===== config.mk =====
export PLATFORM = sky130hd
export DESIGN_NAME = lpddr2_port_arbiter
export DESIGN_NICKNAME = d
export VERILOG_FILES = /design/src/rtl/lpddr2_port_arbiter.sv
export SDC_FILE = /design/constraint.sdc
export NUM_CORES = 1
export LEC_CHECK = 0
export CAP_MARGIN = 0
export CORE_MARGIN = 2
export CORE_UTILIZATION = 25
export CTS_CLUSTER_DIAMETER = 200
export DETAILED_ROUTE_END_ITERATION = 16
export MAX_ROUTING_LAYER = met4
export PLACE_DENSITY = 0.67
export SLEW_MARGIN = 20
export SYNTH_ARGS = -nofsm -noshare
export SYNTH_HDL_FRONTEND = slang
export SYNTH_SLANG_ARGS = --single-unit

===== constraint.sdc =====
create_clock -name clk -period 1.7 [get_ports clk]
set_input_delay 0.34 -clock clk [delete_from_list [all_inputs] [get_ports clk]]
set_output_delay 0.34 -clock clk [all_outputs]
set_load 0.05 [all_outputs]

===== src/rtl/lpddr2_port_arbiter.sv =====
`default_nettype none
// ============================================================================
// Module      : lpddr2_port_arbiter
// Description : Two-port arbiter in front of an LPDDR2 controller's Avalon
//               slave. Port 0 is a capture write-burst source. Port 1 is a
//               video read-burst sink. Only one burst is in flight at a time.
//               The command and data outputs are decoded combinationally
//               from the FSM state, so every output is 0 in INIT.
// Revision    : 1.0 - initial release
//
// Ports
//   clk, reset              single clock, synchronous active-high reset
//   local_init_done         controller calibrated; gates all grants
//   req_0/addr_0/burst_0    write request (capture)
//   grant_0                 one-cycle grant pulse
//   wdata_0, wdata_ack_0    write beat data / one pulse per consumed beat
//   req_1/addr_1/burst_1    read request (video)
//   grant_1                 one-cycle grant pulse
//   rdata_1, rdata_valid_1  returned read beats (zero latency)
//   avl_*                   Avalon-MM burst master to the controller
//
// Configuration macro
//   LPDDR2_READ_PRIORITY_EN defined   : req_1 always wins (strict priority)
//   LPDDR2_READ_PRIORITY_EN undefined : round-robin; requester 1 wins first
// ============================================================================
module lpddr2_port_arbiter #(
  parameter int ADDR_W  = 27,
  parameter int DATA_W  = 32,
  parameter int BURST_W = 8
) (
  input  logic               clk,
  input  logic               reset,
  input  logic               local_init_done,
  // capture write port
  input  logic               req_0,
  input  logic [ADDR_W-1:0]  addr_0,
  input  logic [BURST_W-1:0] burst_0,
  output logic               grant_0,
  input  logic [DATA_W-1:0]  wdata_0,
  output logic               wdata_ack_0,
  // video read port
  input  logic               req_1,
  input  logic [ADDR_W-1:0]  addr_1,
  input  logic [BURST_W-1:0] burst_1,
  output logic               grant_1,
  output logic [DATA_W-1:0]  rdata_1,
  output logic               rdata_valid_1,
  // Avalon-MM master
  input  logic               avl_waitrequest_n,
  output logic [ADDR_W-1:0]  avl_address,
  output logic [BURST_W-1:0] avl_burstcount,
  output logic               avl_burstbegin,
  output logic               avl_read,
  output logic               avl_write,
  output logic [DATA_W-1:0]  avl_writedata,
  input  logic               avl_readdatavalid,
  input  logic [DATA_W-1:0]  avl_readdata
);

  typedef enum logic [2:0] {
    INIT     = 3'd0,
    IDLE     = 3'd1,
    RD_CMD   = 3'd2,
    RD_WAIT  = 3'd3,
    WR_BURST = 3'd4
  } state_t;

  state_t               r_state;
  state_t               w_state_nxt;
  state_t               w_done_state;
  logic [ADDR_W-1:0]    r_addr;
  logic [BURST_W-1:0]   r_burst;
  logic [BURST_W-1:0]   r_beats;
  logic                 r_last_grant;  // 1: requester 1 was granted last
  logic                 r_first;       // first cycle of the command state
  logic                 w_pick_1;
  logic [BURST_W-1:0]   w_burst_sel;
  logic [BURST_W-1:0]   w_burst_adj;
  logic                 w_last_beat;
  logic                 w_dec;
  logic                 w_grant;

`ifdef LPDDR2_READ_PRIORITY_EN
  assign w_pick_1 = req_1;
`else
  // Requester 1 wins unless both are pending and it was served last.
  assign w_pick_1 = req_1 & (~req_0 | ~r_last_grant);
`endif

  assign w_burst_sel = w_pick_1 ? burst_1 : burst_0;
  // A zero burstcount is illegal on Avalon; treat it as a single beat.
  assign w_burst_adj = (w_burst_sel == '0) ? BURST_W'(1) : w_burst_sel;
  assign w_last_beat = (r_beats == BURST_W'(1));
  assign w_grant     = grant_0 | grant_1;

  // A burst always completes; calibration loss only redirects the exit.
  assign w_done_state = local_init_done ? IDLE : INIT;

  always_ff @(posedge clk) begin
    if (reset) begin
      r_state      <= INIT;
      r_addr       <= '0;
      r_burst      <= '0;
      r_beats      <= '0;
      r_last_grant <= 1'b0;
      r_first      <= 1'b0;
    end else begin
      r_state <= w_state_nxt;
      if (w_grant) begin
        r_addr       <= w_pick_1 ? addr_1 : addr_0;
        r_burst      <= w_burst_adj;
        r_beats      <= w_burst_adj;
        r_last_grant <= w_pick_1;
        r_first      <= 1'b1;
      end else begin
        if (r_state == RD_CMD || r_state == WR_BURST) begin
          r_first <= 1'b0;
        end
        if (w_dec) begin
          r_beats <= r_beats - BURST_W'(1);
        end
      end
    end
  end

  always_comb begin
    w_state_nxt    = r_state;
    w_dec          = 1'b0;
    grant_0        = 1'b0;
    grant_1        = 1'b0;
    wdata_ack_0    = 1'b0;
    rdata_1        = '0;
    rdata_valid_1  = 1'b0;
    avl_read       = 1'b0;
    avl_write      = 1'b0;
    avl_burstbegin = 1'b0;
    avl_address    = '0;
    avl_burstcount = '0;
    avl_writedata  = '0;

    // Outputs stay quiet during the reset cycle so an aborted burst
    // cannot produce one more ack or command.
    if (!reset) begin
      case (r_state)
        INIT: begin
          if (local_init_done) begin
            w_state_nxt = IDLE;
          end
        end

        IDLE: begin
          if (!local_init_done) begin
            w_state_nxt = INIT;
          end else if (req_0 || req_1) begin
            grant_1     = w_pick_1;
            grant_0     = ~w_pick_1;
            w_state_nxt = w_pick_1 ? RD_CMD : WR_BURST;
          end
        end

        RD_CMD: begin
          avl_read       = 1'b1;
          avl_address    = r_addr;
          avl_burstcount = r_burst;
          avl_burstbegin = r_first;
          if (avl_waitrequest_n) begin
            w_state_nxt = RD_WAIT;
          end
        end

        RD_WAIT: begin
          rdata_1       = avl_readdata;
          rdata_valid_1 = avl_readdatavalid;
          if (avl_readdatavalid) begin
            w_dec = 1'b1;
            if (w_last_beat) begin
              w_state_nxt = w_done_state;
            end
          end
        end

        WR_BURST: begin
          avl_write      = 1'b1;
          avl_address    = r_addr;
          avl_burstcount = r_burst;
          avl_writedata  = wdata_0;
          avl_burstbegin = r_first;
          if (avl_waitrequest_n) begin
            wdata_ack_0 = 1'b1;
            w_dec       = 1'b1;
            if (w_last_beat) begin
              w_state_nxt = w_done_state;
            end
          end
        end

        default: w_state_nxt = INIT;
      endcase
    end
  end

endmodule
`default_nettype wire


==> qor.csv <==
stage,metric,value,unit
global_routing,antenna_found_initial,0,
synthesis,yosysSeqAreaShare,31.30,%
run_status,violations,negative setup slack,
floorplanning,die_w,114.8,um
synthesis,synth_mux_area_share,0.3260,%
worst_hold_path,whs_path_depth,2,
setup_path,critPathCaptureType,output pin,
cts,cts_tree,built,
timing,fin_crit,2047,ps
worst_hold_path,min-delay-path-class,reg -> reg,
setup_path,reg2reg_from,r_state[1],
placed_design,gp_congestion,0.8335,
final_layout,nFillCells,893,
placed_design,hpwl,10420,um
final_layout,area_delta_synth_final,175.2,%
synthesis,synth-edff-count,0,
synthesis,synthFlopType,dfxtp_1,
floorplanning,dieArea,13180,sq um
route,vias,4292,
synthesis,ys_async_sr_fraction,0,%
timing,setup_viol,142,
timing,fmax,488.5,MHz
power,total_power,5.446,mW
route,first_pass_iters,4,
synthesis,synth_top_area_cell,dfxtp_1,
floorplanning,start_util,25.56,%
cts,path_clk_slew,60,ps
synthesis,netlist.area_leader.share,31.30,%
final_layout,final_util,70.34,%
cts,cts_num_sinks,48,
synthesis,synth_area,3070,sq um
final_layout,drive_gt1_share,52.80,%
setup_path,r2r_cells,8,
route,totalWireLength,14740,um
cts,cts.htree.levels,2,
timing,finClkSkew,9.686,ps
global_routing,grt_start_max_net_pins,34,
final_layout,n_antenna_cell,0,
worst_hold_path,min_from,r_burst[0],
cts,worstSkewPairLatency,290,ps
global_routing,grt_remaining_overflow,0,
global_routing,grt_pass1_vias,4126,
cts,clock-root-buffer,clkbuf_16,
floorplanning,die_h,114.8,um
timing,fin_ws,-347.2,ps
setup_path,reg2reg_to,r_addr[12],
cts,cts_hold_buf,0,
setup_path,worstPathMaxFanout,8,
timing,rsz0062_at_grt,yes,
synthesis,synthAdderAreaFrac,0.8150,%
synthesis,synth_fp_nets,552,
synthesis,syn_area_per_cell,7.507,sq um
placed_design,port_buffers,246,
placed_design,preCtsSetupSlack,-491.2,ps
timing,fin_setup_tns,-34700,ps
final_layout,multi_input_area,2621,sq um
synthesis,yosys.area_share.simple,40.18,%
setup_path,crit_type,reg -> out,
synthesis,ys_ff_latch,48,
synthesis,ys_warn_count,0,
timing,slew_headroom,73.01,%
synthesis,synth_compound_area_share,20.05,%
synthesis,syn_inst,409,
synthesis,synth_top_family_by_area,simple AND/OR/NAND/NOR gates,
final_layout,seq_area,972.2,sq um
route,drc,0,
route,ant_nets,0,
floorplanning,ios,247,
final_layout,final_common_cell,clkdlybuf4s50_1,
synthesis,synthTopCellsByArea,"dfxtp_1 31%, and2_1 21%, nand2_1 8.6%, a311oi_1 8.0%, nor2_1 3.9%",
route,vias_per_cell,4.985,
worst_hold_path,min_to,r_burst[0],
floorplanning,core.rowCount,40,
route,drtIter0Drc,155,
synthesis,synth_xor_area_share,1.711,%
power,ir_worst_vdd,0.0004824,V
setup_path,startpoint_type,register,
power,power_density,644.6,nW/um^2
setup_path,required,1360,ps
run_status,outcome,"finished, violations left",
flow_run,maxCapViolCount,0,
global_routing,gr-usage-all-layers,20.67,%
cts,clk_path_buf_depth,2,
timing,hold_viol_final,0,
floorplanning,core,12010,sq um
setup_path,r2r_setup_slack,-100,ps
power,leakage,3.329,nW
global_routing,grt_pass1_wl,21200,um
final_layout,final_cell_mix,"136 x clkdlybuf4s50_1, 119 x buf_12, 100 x and2_4",
setup_path,cp_data_arrival_time,1710,ps
timing,tightest_slew,404.8,ps
cts,numCtsBuffers,5,
synthesis,synthDistinctLibCells,48,
route,routedWlPerCell,17.11,um
final_layout,nets,856,
timing,slew_violations,0,
timing,min_period_over_period,120.4,%
==> cell type report <==
| cell class | count | area share, % |
|---|---|---|
| clock buffers | 7 | 1.688 |
| inverters | 4 | 0.1777 |
| well taps | 147 | 2.177 |
| multi-input cells | 324 | 31.02 |
| repair buffers | 330 | 53.34 |
| clock inverters | 1 | 0.08885 |
| flip-flops and latches | 48 | 11.51 |
==> worst max-delay path, cell delays in order (launching register included) <==
cell	delay, ps
dfxtp_4	390
or2b_1	290
nor3_4	160
buf_12	160
clkbuf_16	150
and2_4	140
buf_12	130
==> sequential cells by signal (all words and copies together), names as in the netlist <==
register / count
r_addr: 27
r_beats: 8
r_burst: 8
r_state: 3
r_first: 1
r_last_grant: 1
==> cells in the mapped netlist (2+ instances only) <==
library cell	count
a211oi_1	3
a21boi_0	5
a21oi_1	7
a311oi_1	28
a31oi_1	6
and2_1	102
and4bb_2	2
buf_1	2
buf_2	11
clkbuf_1	19
dfxtp_1	48
ha_1	2
inv_1	4
nand2_1	70
nor2_1	32
nor3_1	9
nor3b_1	3
nor4_1	5
o2111ai_1	2
o211ai_1	2
o21a_1	7
o21ai_0	6
o21ai_1	2
o31a_1	2
or2b_1	2
or3_1	2
xor2_1	5
==> per-stage QoR <==
stage / hold slack [ps] / instances / area, sq um
global placement: 440.9 / 813 / 7352
detailed placement: 448.0 / 813 / 7352
finish: 466.3 / 861 / 8449
CTS: 461.1 / 851 / 8128
floorplan: 431.7 / 409 / 3410
global route: 498.5 / 861 / 8449
==> kinds of logic after synthesis <==
logic type,after synthesis
XOR/XNOR,6
flip-flops,48
buffers and inverters,39
multiplexers,1
AND/OR/NAND/NOR,234
adder cells (fa/ha/maj),2
AO/OA/AOI/OAI,79
==> worst max-delay path by stage <==
stage                                from               end  depth (start not counted)
after CTS                      r_state[0]  avl_writedata[0]                          5
after detailed placement  local_init_done        r_addr[11]                          6
after global routing           r_state[1]   avl_address[25]                          7
after floorplan                     req_0           grant_1                          5
final                          r_state[1]        rdata_1[9]                          6
after global placement    local_init_done         r_addr[7]                          6
==> report_power, final <==
| group | total, mW | switching (mW) | internal [mW] |
|---|---|---|---|
| Sequential | 1.54 | 0.179 | 1.36 |
| Combinational | 2.90 | 1.27 | 1.63 |
| Clock | 1.01 | 0.423 | 0.587 |
| Total | 5.45 | 1.88 | 3.57 |
==> layer usage <==
layer / routed length (um) / part of all wire (%) / track usage (%) / vias up
met5: 0 / 0 / - / -
met4: 403 / 2.7 / 6.104 / 0
met3: 1108 / 7.5 / 4.533 / 27
met2: 7657 / 52 / 36.88 / 211
met1: 5566 / 38 / 23.11 / 2039
li1: - / - / - / 2015
==> repair_timing <==
action	in CTS	in global routing
gates resized for setup	73	63
endpoints found under the setup margin	150	153
endpoints found under the hold margin	0	0
buffers inserted	23	15
cloned	7	5
pin swaps	32	47
(Power assumes the default switching activity.)
==> RTL edit (config.mk and constraints unchanged) <==
Add a define of `LPDDR2_READ_PRIORITY_EN`.
--- a/src/rtl/lpddr2_port_arbiter.sv
+++ b/src/rtl/lpddr2_port_arbiter.sv
@@ -23,6 +23,8 @@
 //   LPDDR2_READ_PRIORITY_EN defined   : req_1 always wins (strict priority)
 //   LPDDR2_READ_PRIORITY_EN undefined : round-robin; requester 1 wins first
 // ============================================================================
+`define LPDDR2_READ_PRIORITY_EN
+
 module lpddr2_port_arbiter #(
   parameter int ADDR_W  = 27,
   parameter int DATA_W  = 32,
Behaviour: not the same (a bounded check fails within 10 cycles, from zero or initial values and one cycle with reset high).
==> RTL edit against the unedited design <==
- the run still ends with setup timing left
- combinational power decreased by 40%
- sequential cell count decreased by 1
- maximum frequency up 0.98%
- highest routed layer unchanged
- worst setup slack improved by 0.020 ns
- routed wire length is 1.7% higher
- worst hold slack worse by 0.0025 ns
- global-route usage rose by 0.96 points
- cell area up 1.7%
- critical endpoint is now avl_address[26]
- synthesized area is 1.1% higher
- power down 26%
- largest cell class unchanged
- non-clock buffer count fell by 9
==> RTL edit: results <==
[run_status]
outcome = finished with violations
violations = setup timing

[yosys]
ys_seq_area_frac = 0.3031
syn-num-nets = 515
ys_types = 50
syn_inst = 372
synth_commonest_cells = and2_1, dfxtp_1, nor2_1
synth_area_leaders = dfxtp_1, and2_1, mux2i_1

[route]
drt_iter0_markers = 98
routed-wl-met3_um = 949
firstDrtPassIters = 4
vias_per_cell = 4.684

[global_routing]
antenna_found_initial = 1
grt_use_total = 0.2163
grt_max_degree = 35
grt_pass1_wl_um = 21870
grt_pass1_vias = 4142

[power_and_ir_drop]
swShare = 0.3170
ir_drop_uv = 378.8
power_leakage_nw = 3.400

[finish]
fin_cells = 838
num-nets-final = 810
syn2layout_area_growth_pct = 176.7
fillers = 836
drive_gt1_frac = 0.5883

[placed_design]
post-place-cells = 800
place_area_mm2 = 0.007446
dp_hpwl_um = 10830
globalplace.congestion = 0.8745
place.port_buffers = 246
pre_cts_slack_ns = -0.4306

[sta]
final-setup-viol-count = 149
final.setup.tns_ns = -31.63
fin_skew_ns = 0.006582
worstMarginPinSlew_ns = 0.5865
fin_ws_ns = -0.3274

[worst_setup_path]
cp_max_fo = 20
crit_family = buffers and inverters
cp.arrival_ns = 1.69
slowest_delay_ns = 0.35
[RTL edit: changes by cell type in the layout (fill, tap and decap cells not counted), sizes merged, moves of 6 or more]
cell / before / now
mux2i: 1 / 28
a311oi: 29 / 1
nand3: 1 / 8
and2: 102 / 86
a211oi: 3 / 28
a31oi: 6 / 0
nand2: 70 / 12
o21a: 9 / 0
clkbuf: 13 / 7
buf: 187 / 181
nor3b: 3 / 11
[RTL edit: layer usage]
layer  vias up  track usage
li1       1874            -
met1      1858       0.2206
met2       169       0.4179
met3        24      0.04027
met4         0      0.06024
met5         -            -
[RTL edit: final timing paths]
path         startpoint         endpoint  slack [ns]  cells past startpoint
min reg2reg  r_burst[0]       r_burst[0]        0.46                      2
max reg2reg  r_state[1]       r_burst[7]       -0.16                      7
min          r_burst[0]       r_burst[0]        0.46                      2
max          r_state[2]  avl_address[26]       -0.33                      7
[RTL edit: logic make-up after synthesis]
group           synth area share
simple gates              0.3414
compound gates            0.1580
flops                     0.3031
buf+inv                  0.06126
mux                       0.1084
xor+xnor                 0.01975
fa+ha+maj               0.008060
[RTL edit: what timing repair did]
action	CTS	global route
pin swaps	67	30
cloned	8	2
setup endpoints to repair	138	153
gates resized for setup	121	70
setup buffers	22	3
[RTL edit: power by group through the flow]
stage	Clock, mW	Combinational, mW	Sequential, mW
final	0.995	1.74	1.29
after global routing	1.05	1.84	1.30
after CTS	1.02	1.60	1.28
after detailed placement	0	1.32	1.30
after global placement	0	1.29	1.29
after floorplan	0	0.674	1.28
[RTL edit: cell type report]
class,instances,share of cell area
Timing Repair Buffer,321,0.5145
Multi-Input combinational cell,287,0.3305
Sequential cell,47,0.1106
Tap cell,168,0.02447
Clock buffer,5,0.01457
Clock inverter,3,0.002622
Inverter,5,0.002185
Antenna cell,2,0.0005827
